File: src/rtl/neuron_mac_pkg.sv
`default_nettype none
// ============================================================================
//  Module      : neuron_mac_pkg
//  Description : Shared widths and signed saturation limits for the neuron
//                multiply-accumulate stage.
//  Revision    : 1.0 - initial release
// ============================================================================
package neuron_mac_pkg;

    localparam int DEF_DATA_WIDTH = 16;
    localparam int DEF_FRAC_BITS  = 8;
    localparam int DEF_ACC_WIDTH  = 2 * DEF_DATA_WIDTH;

    // Signed extremes of the data and accumulator formats
    localparam logic signed [DEF_DATA_WIDTH-1:0] DEF_DATA_MAX = {1'b0, {(DEF_DATA_WIDTH-1){1'b1}}};
    localparam logic signed [DEF_DATA_WIDTH-1:0] DEF_DATA_MIN = {1'b1, {(DEF_DATA_WIDTH-1){1'b0}}};
    localparam logic signed [DEF_ACC_WIDTH-1:0]  DEF_ACC_MAX  = {1'b0, {(DEF_ACC_WIDTH-1){1'b1}}};
    localparam logic signed [DEF_ACC_WIDTH-1:0]  DEF_ACC_MIN  = {1'b1, {(DEF_ACC_WIDTH-1){1'b0}}};

endpackage : neuron_mac_pkg
`default_nettype wire

File: src/rtl/neuron_mac_sat_add.sv
`default_nettype none
// ============================================================================
//  Module      : sat_add
//  Description : Parameterised signed two's-complement adder that clamps to
//                the signed max/min of WIDTH on overflow.
//  Revision    : 1.0 - initial release
// ============================================================================
module sat_add
    import neuron_mac_pkg::*;
#(
    parameter int WIDTH = DEF_ACC_WIDTH
) (
    input  logic signed [WIDTH-1:0] a_i,
    input  logic signed [WIDTH-1:0] b_i,
    output logic signed [WIDTH-1:0] sum_o
);

    localparam logic signed [WIDTH-1:0] SAT_MAX = {1'b0, {(WIDTH-1){1'b1}}};
    localparam logic signed [WIDTH-1:0] SAT_MIN = {1'b1, {(WIDTH-1){1'b0}}};

    logic signed [WIDTH-1:0] w_raw;
    logic                    w_ovf;

    // Overflow only when both operands share a sign and the wrapped sum flips it
    assign w_raw = a_i + b_i;
    assign w_ovf = (a_i[WIDTH-1] == b_i[WIDTH-1]) && (w_raw[WIDTH-1] != a_i[WIDTH-1]);
    assign sum_o = w_ovf ? (a_i[WIDTH-1] ? SAT_MIN : SAT_MAX) : w_raw;

endmodule : sat_add
`default_nettype wire

File: src/rtl/neuron_mac.sv
`default_nettype none
// ============================================================================
//  Module      : neuron_mac
//  Description : Three-stage per-neuron MAC. Stage 0 multiplies the streamed
//                input by the weight read at w_radd, stage 1 accumulates with
//                saturation, stage 2 adds the bias, rescales and saturates to
//                DATA_WIDTH. Define NEURON_RELU_EN to clamp negative results
//                to zero at the output.
//  Revision    : 1.0 - initial release
// ============================================================================
module neuron_mac
    import neuron_mac_pkg::*;
#(
    parameter int NUM_WEIGHT = 784,
    parameter int ADDR_WIDTH = 10,
    parameter int DATA_WIDTH = DEF_DATA_WIDTH,
    parameter int FRAC_BITS  = DEF_FRAC_BITS
) (
    input  logic                  clk,
    input  logic                  rst,
    input  logic [DATA_WIDTH-1:0] in_data,
    input  logic                  in_valid,
    output logic [ADDR_WIDTH-1:0] w_radd,
    input  logic [DATA_WIDTH-1:0] w_data,
    input  logic                  bias_wen,
    input  logic [DATA_WIDTH-1:0] bias_in,
    output logic [DATA_WIDTH-1:0] out_data,
    output logic                  out_valid,
    output logic                  busy
);

    localparam int ACC_WIDTH = 2 * DATA_WIDTH;
    localparam logic [ADDR_WIDTH-1:0] LAST_IDX = ADDR_WIDTH'(NUM_WEIGHT - 1);
    // Output range expressed at accumulator width for the final clamp
    localparam logic signed [ACC_WIDTH-1:0] OUT_MAX =
        {{(ACC_WIDTH-DATA_WIDTH+1){1'b0}}, {(DATA_WIDTH-1){1'b1}}};
    localparam logic signed [ACC_WIDTH-1:0] OUT_MIN =
        {{(ACC_WIDTH-DATA_WIDTH+1){1'b1}}, {(DATA_WIDTH-1){1'b0}}};

    // Stage 0 state
    logic [ADDR_WIDTH-1:0]        cnt_q, cnt_d;
    logic signed [ACC_WIDTH-1:0]  prod_q, prod_d;
    logic                         mul_valid_q;
    logic                         mul_last_q;
    // Stage 1 state
    logic signed [ACC_WIDTH-1:0]  acc_q;
    logic signed [ACC_WIDTH-1:0]  sum_q;
    logic                         sum_valid_q;
    // Stage 2 state
    logic [DATA_WIDTH-1:0]        bias_q;
    logic [DATA_WIDTH-1:0]        out_data_q, out_data_d;
    logic                         out_valid_q;

    logic signed [ACC_WIDTH-1:0]  w_in_ext, w_wt_ext;
    logic signed [ACC_WIDTH-1:0]  w_acc_sum;
    logic signed [ACC_WIDTH-1:0]  w_bias_ext, w_bias_sh;
    logic signed [ACC_WIDTH-1:0]  w_biased;
    logic signed [ACC_WIDTH-1:0]  w_shr;

    // Sign-extend operands so the product is formed at full accumulator width
    assign w_in_ext = {{(ACC_WIDTH-DATA_WIDTH){in_data[DATA_WIDTH-1]}}, in_data};
    assign w_wt_ext = {{(ACC_WIDTH-DATA_WIDTH){w_data[DATA_WIDTH-1]}}, w_data};

    // Stage 0 next-state: product and wrapping weight address
    always_comb begin
        prod_d = w_in_ext * w_wt_ext;
        cnt_d  = (cnt_q == LAST_IDX) ? '0 : cnt_q + 1'b1;
    end

    sat_add #(.WIDTH(ACC_WIDTH)) u_sat_acc (
        .a_i   (acc_q),
        .b_i   (prod_q),
        .sum_o (w_acc_sum)
    );

    // Bias is aligned to the product's binary point (2*FRAC_BITS) before adding
    assign w_bias_ext = {{(ACC_WIDTH-DATA_WIDTH){bias_q[DATA_WIDTH-1]}}, bias_q};
    assign w_bias_sh  = w_bias_ext <<< FRAC_BITS;

    sat_add #(.WIDTH(ACC_WIDTH)) u_sat_bias (
        .a_i   (sum_q),
        .b_i   (w_bias_sh),
        .sum_o (w_biased)
    );

    // Stage 2 rescale back to FRAC_BITS, clamp to DATA_WIDTH, optional ReLU
    always_comb begin
        w_shr = w_biased >>> FRAC_BITS;
        if (w_shr > OUT_MAX) begin
            out_data_d = OUT_MAX[DATA_WIDTH-1:0];
        end else if (w_shr < OUT_MIN) begin
            out_data_d = OUT_MIN[DATA_WIDTH-1:0];
        end else begin
            out_data_d = w_shr[DATA_WIDTH-1:0];
        end
`ifdef NEURON_RELU_EN
        if (out_data_d[DATA_WIDTH-1]) begin
            out_data_d = '0;
        end
`else
`endif
    end

    // Stage 0: capture product and advance the address on each valid input
    always_ff @(posedge clk) begin
        if (rst) begin
            cnt_q       <= '0;
            prod_q      <= '0;
            mul_valid_q <= 1'b0;
            mul_last_q  <= 1'b0;
        end else begin
            mul_valid_q <= in_valid;
            if (in_valid) begin
                prod_q     <= prod_d;
                mul_last_q <= (cnt_q == LAST_IDX);
                cnt_q      <= cnt_d;
            end
        end
    end

    // Stage 1: accumulate; on the last term hand off the sum and clear for the next vector
    always_ff @(posedge clk) begin
        if (rst) begin
            acc_q       <= '0;
            sum_q       <= '0;
            sum_valid_q <= 1'b0;
        end else begin
            sum_valid_q <= mul_valid_q && mul_last_q;
            if (mul_valid_q) begin
                if (mul_last_q) begin
                    sum_q <= w_acc_sum;
                    acc_q <= '0;
                end else begin
                    acc_q <= w_acc_sum;
                end
            end
        end
    end

    // Stage 2: bias register load and registered activation output
    always_ff @(posedge clk) begin
        if (rst) begin
            bias_q      <= '0;
            out_data_q  <= '0;
            out_valid_q <= 1'b0;
        end else begin
            if (bias_wen) begin
                bias_q <= bias_in;
            end
            out_valid_q <= sum_valid_q;
            if (sum_valid_q) begin
                out_data_q <= out_data_d;
            end
        end
    end

    assign w_radd    = cnt_q;
    assign out_data  = out_data_q;
    assign out_valid = out_valid_q;
    assign busy      = (cnt_q != '0) | mul_valid_q | sum_valid_q;

endmodule : neuron_mac
`default_nettype wire

File: config.mk
export PLATFORM = sky130hd
export DESIGN_NAME = neuron_mac
export DESIGN_NICKNAME = d
export VERILOG_FILES = /design/src/rtl/neuron_mac_pkg.sv /design/src/rtl/neuron_mac_sat_add.sv /design/src/rtl/neuron_mac.sv
export SDC_FILE = /design/constraint.sdc
export NUM_CORES = 1
export LEC_CHECK = 0
export ABC_AREA = 1
export BUFFER_PORTS_ARGS = -buffer_cell sky130_fd_sc_hd__buf_2
export CORE_ASPECT_RATIO = 1.1
export CORE_MARGIN = 3
export CORE_UTILIZATION = 50
export CTS_CLUSTER_SIZE = 28
export DETAILED_ROUTE_END_ITERATION = 16
export PLACE_DENSITY = 0.67
export SYNTH_ARGS = -nofsm -noshare
export SYNTH_HDL_FRONTEND = slang
export SYNTH_SLANG_ARGS = --single-unit
File: constraint.sdc
create_clock -name clk -period 6.7 [get_ports clk]
set_input_delay 0.67 -clock clk [delete_from_list [all_inputs] [get_ports clk]]
set_output_delay 0.67 -clock clk [all_outputs]
set_load 0.005 [all_outputs]
==> metrics.md, run 1 <==
| Metric | Value |
|---|---|
| Status | finished clean |
| Largest net degree at the start of global routing | 69 |
| DRT iter0 DRCs | 943 |
| Hold_buf cts | 0 |
| Initial antenna violation count | 0 |
| Largest family of logic cells by synthesized area | adder cells |
| CTS resizes | 0 |
| Slew Viols, Final | 0 |
| Register Area | 0.002683 mm^2 |
| Antenna-violating nets left | 0 |
| Maximum achievable frequency | 160.0 MHz |
| Period Utilization, post-route | 0.9331 |
| Synth async-reset ratio | 0 |
| Final TNS setup | 0 ns |
| # fillers | 3713 |
| Number of hold violations in the final report | 0 |
| Sinks on Clock Net | 134 |
| Slew @ Worst Pin | 1.155 ns |
| Vias in the first global route | 16730 |
| GR Layer Usage met2 | 0.4576 |
| Clock skew | 0.009007 ns |
| Register area share after synthesis | 0.1412 |
| Die area | 0.04038 mm^2 |
| Vias per cell | 5.143 |
| Most frequent cells after synthesis | nand2_1, inv_1, fa_1 |
| Num rows | 74 |
| Multi-input gate area | 0.01359 mm^2 |
| Mux contribution to synthesized area | 0 |
| CTS tree | done |
| Worst hold slack | 0.4513 ns |
| CTS root buf | clkbuf_16 |
| Synth Register Bits | 134 |
| Ant diodes | 0 |
| Synth Area in Simple Gates | 0.2136 |
| Fin crit period | 6.252 ns |
| XOR/XNOR Fraction of Synth Area | 0.02904 |
| Gr busiest metal | met2 |
| Worst setup EP type | flip-flop |
| Adder-Cell Fraction of Synth Area | 0.3700 |
| Die Wd | 191.9 um |
| GRT overflow | 0 |
| IO Count | 80 |
| Layout net count | 3105 |
| Worst Setup Start Kind | primary input |
| Final setup fails | 0 |
| Met1 usage | 0.3282 |
| Number of synthesized flops with an enable pin | 0 |
| Unrepaired setup endpoints after global routing | no |
| CP required | 7.09 ns |
| WL final | 50160 um |
| Global placement routability congestion | 0.9173 |
| Count leader, synth | nand2_1 |
| Layout cells sized above 1 | 0.06234 |
| DP Wirelength | 41330 um |
| Post-Syn Area | 0.01900 mm^2 |
| DR WL/cell | 15.89 um |
| Mean Syn Cell Area | 7.190 um^2 |
| H-tree Lvls | 4 |
| Top_reg_cell synth | dfxtp_1 |
| Setup Fix Bufs, Post-CTS | 0 |
| Yosys warns | 0 |
| Core area | 0.03731 mm^2 |
| Layout area overhead | 6.565% |
| R2R depth | 21 |
| Worst-Skew Late Latency | 0.45 ns |
| GRT Overall Usage | 0.2583 |
| Post-Syn Instances | 2643 |
| Max-Slew Margin vs Limit | 0.2297 |
| Syn nets | 3098 |
| Crit path max fanout | 16 |
| Worst path arrival time | 6.64 ns |
| Port bufs | 79 |
| Ranking of synthesized cells by area | fa_1, dfxtp_1, nand2_1, inv_1, ha_1 |
| Worst r2r dst | out_data[8] |
| Synth Area in Compound Gates | 0.1025 |
| Clock Pin Slew Worst Setup and Hold Paths | 0.06 ns |
| Initial core utilization | 0.5093 |
| Via count | 16240 |
| HP Class | in -> reg |
| Synth area leader | fa_1 |
| DRC violations left | 0 |
| Top-area cell type share of the netlist area | 0.2792 |
| Post-synth cell types | 53 |
| CP endpoint | prod_q[28] |
| Worst Setup SP | w_data[1] |
| Reg2reg start | sum_q[17] |
| Met3 GRT Util | 0.02562 |
| First-pass GRT wire length | 83980 um |
| Crit Path Category | in -> reg |
| Max_cap viols | 0 |
| R2r setup slk | 1.78 ns |
| DIE HEIGHT | 210.5 um |
| Cts bufs inserted | 17 |
| Pre-Repair DR Iteration Count | 6 |
| Clk buf depth | 2 |
## metal layers
metal | wire length (um) | vias up
li1 | - | 8016
met1 | 21610 | 7718
met2 | 25110 | 414
met3 | 1942 | 90
met4 | 1495 | 0
met5 | 0 | -
## worst min path at each step
| stage | from | to | slack [ns] | cells after the start |
|---|---|---|---|---|
| floorplan | acc_q[0] | acc_q[0] | 0.45 | 2 |
| global placement | acc_q[0] | acc_q[0] | 0.46 | 2 |
| detailed placement | acc_q[26] | acc_q[26] | 0.46 | 2 |
| CTS | bias_in[7] | bias_q[7] | 0.44 | 3 |
| global route | bias_in[11] | bias_q[11] | 0.46 | 3 |
| finish | bias_in[13] | bias_q[13] | 0.45 | 3 |
## kinds of logic (layout without fill, tap and decap cells)
| family | after synthesis | count (layout) |
|---|---|---|
| simple gates | 988 | 988 |
| xor+xnor | 63 | 63 |
| buf+inv | 708 | 728 |
| compound gates | 347 | 347 |
| fa+ha+maj | 403 | 403 |
| flops | 134 | 134 |
## cell usage in the layout, fill, tap and decap left out, types with 31 or more instances in the layout
master and instances:
nand2_1 622, inv_1 600, fa_1 265, nor2_1 180, a21oi_1 151, ha_1 138
dfxtp_1 134, o21ai_0 124, nand3_1 105, buf_2 79, xor2_1 32, xnor2_1 31
## registers in the layout (all words and copies together), names as in the netlist
| register | count |
|---|---|
| acc_q | 32 |
| bias_q | 16 |
| mul_last_q | 1 |
| mul_valid_q | 1 |
| out_data | 16 |
| out_valid | 1 |
| prod_q | 32 |
| sum_q | 24 |
| sum_valid_q | 1 |
| w_radd | 10 |
## worst max-delay path, stage by stage
cell and delay, ns:
buf_2 0.31, nand2_1 0.15, inv_1 0.15, fa_1 0.58, fa_1 0.82, inv_1 0.15, fa_1 0.50, fa_1 0.57
fa_1 0.43, fa_1 0.49, inv_1 0.04, ha_1 0.35, nand2_1 0.14, nor4_1 0.61, nand3b_1 0.26, nand3_1 0.13
nand2_1 0.06, nand3_1 0.06, o211ai_1 0.08, inv_1 0.07
## layout make-up
class,count,area share
multi-input combinational,1801,0.6711
sequential,134,0.1325
inverter,605,0.1121
tap,494,0.03052
timing repair buffer,91,0.02397
clock buffer,19,0.02138
clock inverter,13,0.008403
## through the flow
step | setup WS, ns | utilization | area, um^2 | cells
2_1_floorplan | 0.6929 | - | 19000 | 2643
3_3_place_gp | 0.08977 | 0.5266 | 19650 | 3125
3_5_place_dp | 0.001774 | 0.5266 | 19650 | 3125
4_1_cts | 0.4888 | 0.5427 | 20250 | 3157
5_1_grt | 0.08179 | 0.5427 | 20250 | 3157
6_report | 0.4483 | 0.5427 | 20250 | 3157
Power of run 1 is left out: the tool's default activity adds up to more than one toggle a clock period on the data nets, which glitch-free logic cannot reach.
==> run 2, diff against run 1 <==
--- a/config.mk
+++ b/config.mk
@@ -9,10 +9,9 @@
 export BUFFER_PORTS_ARGS = -buffer_cell sky130_fd_sc_hd__buf_2
 export CORE_ASPECT_RATIO = 1.1
 export CORE_MARGIN = 3
-export CORE_UTILIZATION = 50
+export CORE_UTILIZATION = 30
 export CTS_CLUSTER_SIZE = 28
 export DETAILED_ROUTE_END_ITERATION = 16
-export PLACE_DENSITY = 0.67
 export SYNTH_ARGS = -nofsm -noshare
 export SYNTH_HDL_FRONTEND = slang
 export SYNTH_SLANG_ARGS = --single-unit
==> run 2 against run 1 <==
  * Routed wire length grew 0.62%
  * First-iteration DRC count increased by 6.7%
  * Global-route usage fell by 10 points
  * Critical path depth rose by 5
  * Largest cell class unchanged
  * Register-to-register slack improved by 0.24 ns
  * Via count fell by 0.78%
  * Core utilization decreased by 21 points
  * Final cell count up 11%
  * Highest routed layer unchanged
  * Worst setup slack improved by 0.18 ns
  * Design area is 2.4% higher
  * Sequential cell count did not move
  * Sequential share of layout area is 0.31 points lower
==> metrics.md, run 2 (synthesis gave the netlist of run 1 again) <==
| Metric | Value |
|---|---|
| CTS root buf | clkbuf_16 |
| Die area | 0.06640 mm^2 |
| Slowest cell on the critical path | fa_1 |
| Hold_buf cts | 0 |
| Slew @ Worst Pin | 1.133 ns |
| GR Layer Usage met2 | 0.2737 |
| Fin crit period | 6.072 ns |
| Largest net degree at the start of global routing | 72 |
| Worst Setup Start Kind | primary input |
| Number of hold violations in the final report | 0 |
| Worst Setup Slack, final | 0.6282 ns |
| Biggest regs | acc_q x32, prod_q x32, sum_q x24 |
| Cts bufs inserted | 17 |
| Met1 usage | 0.1994 |
| Final setup fails | 0 |
| Clock Pin Slew Worst Setup and Hold Paths | 0.07 ns |
| Ant diodes | 0 |
| Setup Fix Bufs, Post-CTS | 0 |
| CTS tree | done |
| Period Utilization, post-route | 0.9062 |
| DRT iter0 DRCs | 1006 |
| GRT overflow | 0 |
| Global placement routability congestion | 0.9134 |
| Worst-Skew Late Latency | 0.45 ns |
| Vias in the first global route | 16410 |
| WL final | 50470 um |
| Sinks on Clock Net | 134 |
| Most common cell after layout, fill and taps aside | nand2_1 |
| Crit Path Category | in -> reg |
| Pre-Repair DR Iteration Count | 5 |
| Clock skew | 0.01060 ns |
| Initial antenna violation count | 0 |
| Gr busiest metal | met2 |
| Met3 GRT Util | 0.01688 |
| Core area | 0.06258 mm^2 |
| Final TNS setup | 0 ns |
| DP Wirelength | 40710 um |
| GRT Overall Usage | 0.1565 |
| Slew Viols, Final | 0 |
| Antenna-violating nets left | 0 |
| Crit-path max cell delay | 0.55 ns |
| CP required | 7.04 ns |
| Num rows | 96 |
| Dpl ws | 0.2415 ns |
| Unrepaired setup endpoints after global routing | no |
| Vias per cell | 4.607 |
| H-tree Lvls | 4 |
| Worst path arrival time | 6.42 ns |
| Status | finished clean |
| DIE HEIGHT | 270.0 um |
| First-pass GRT wire length | 84250 um |
| Worst hold slack | 0.4460 ns |
| Initial core utilization | 0.3037 |
| Port bufs | 79 |
| Max-Slew Margin vs Limit | 0.2438 |
| Most frequent cells in the layout | nand2_1, inv_1, fa_1 |
| CP bufs+invs | 7 |
| Clk buf depth | 2 |
| DRC violations left | 0 |
| CTS resizes | 0 |
| IO Count | 80 |
| # fillers | 6738 |
| Cell family with the largest share of critical-path delay | adder cells |
| Max_cap viols | 0 |
| Layout net count | 3106 |
| Final Util | 0.3314 |
| Worst setup EP type | flip-flop |
| Layout cells sized above 1 | 0.06344 |
| DR WL/cell | 14.43 um |
| HP Class | in -> reg |
| Via count | 16110 |
| Crit path max fanout | 16 |
| Maximum achievable frequency | 164.7 MHz |
| Layout area overhead | 9.145% |
| Die Wd | 246.0 um |
-- run 2: changes by cell type in the layout (fill, tap and decap cells not counted), sizes merged --
| cell | delta |
|---|---|
| clkinv | +1 |
| inv | -1 |
| bufinv | +2 |
| buf | +1 |
| clkinvlp | -2 |
-- run 2: metrics by stage --
step / instances / instance area, um^2
after floorplan: 2643 / 19000
after global placement: 3465 / 20080
after detailed placement: 3465 / 20080
after CTS: 3497 / 20740
after global routing: 3497 / 20740
final: 3497 / 20740
-- run 2: layout make-up --
cell class / instances / area, um^2 / share of cell area
clock inverters: 13 / 219.0 / 0.01056
multi-input cells: 1801 / 13590 / 0.6552
well taps: 833 / 1042 / 0.05025
clock buffers: 19 / 442.9 / 0.02135
flip-flops and latches: 134 / 2683 / 0.1293
inverters: 605 / 2271 / 0.1095
repair buffers: 92 / 493.0 / 0.02377
-- run 2: worst register-to-register path, cell delays in order, from the launching register on --
cell	delay [ns]
dfxtp_1	0.42
ha_1	0.34
nand2_1	0.15
inv_1	0.05
a21oi_1	0.24
nand2_1	0.09
nand2_1	0.10
nand3_1	0.12
nand4_1	0.08
o311ai_0	0.15
fa_1	0.59
nor3_4	0.07
inv_1	0.41
nand2_2	0.18
inv_1	0.36
nand3_1	0.17
nand2_1	0.11
nand3_1	0.09
nor2_1	0.13
nand2_2	0.08
a21oi_4	0.46
a21oi_1	0.16
-- run 2: final timing paths --
path | start | to | slack, ns | depth (start not counted)
worst max-delay path | w_data[7] | prod_q[27] | 0.63 | 25
worst min-delay path | bias_in[12] | bias_q[12] | 0.45 | 3
worst max register to register | bias_q[10] | out_data[12] | 2.02 | 21
worst min register to register | acc_q[5] | acc_q[5] | 0.47 | 2
-- run 2: layer usage --
| metal | vias up | share of wire |
|---|---|---|
| met4 | 0 | 0.029 |
| met1 | 7654 | 0.45 |
| met5 | - | 0 |
| met3 | 84 | 0.035 |
| met2 | 345 | 0.49 |
| li1 | 8028 | - |
Power of run 2 is left out for the same reason.
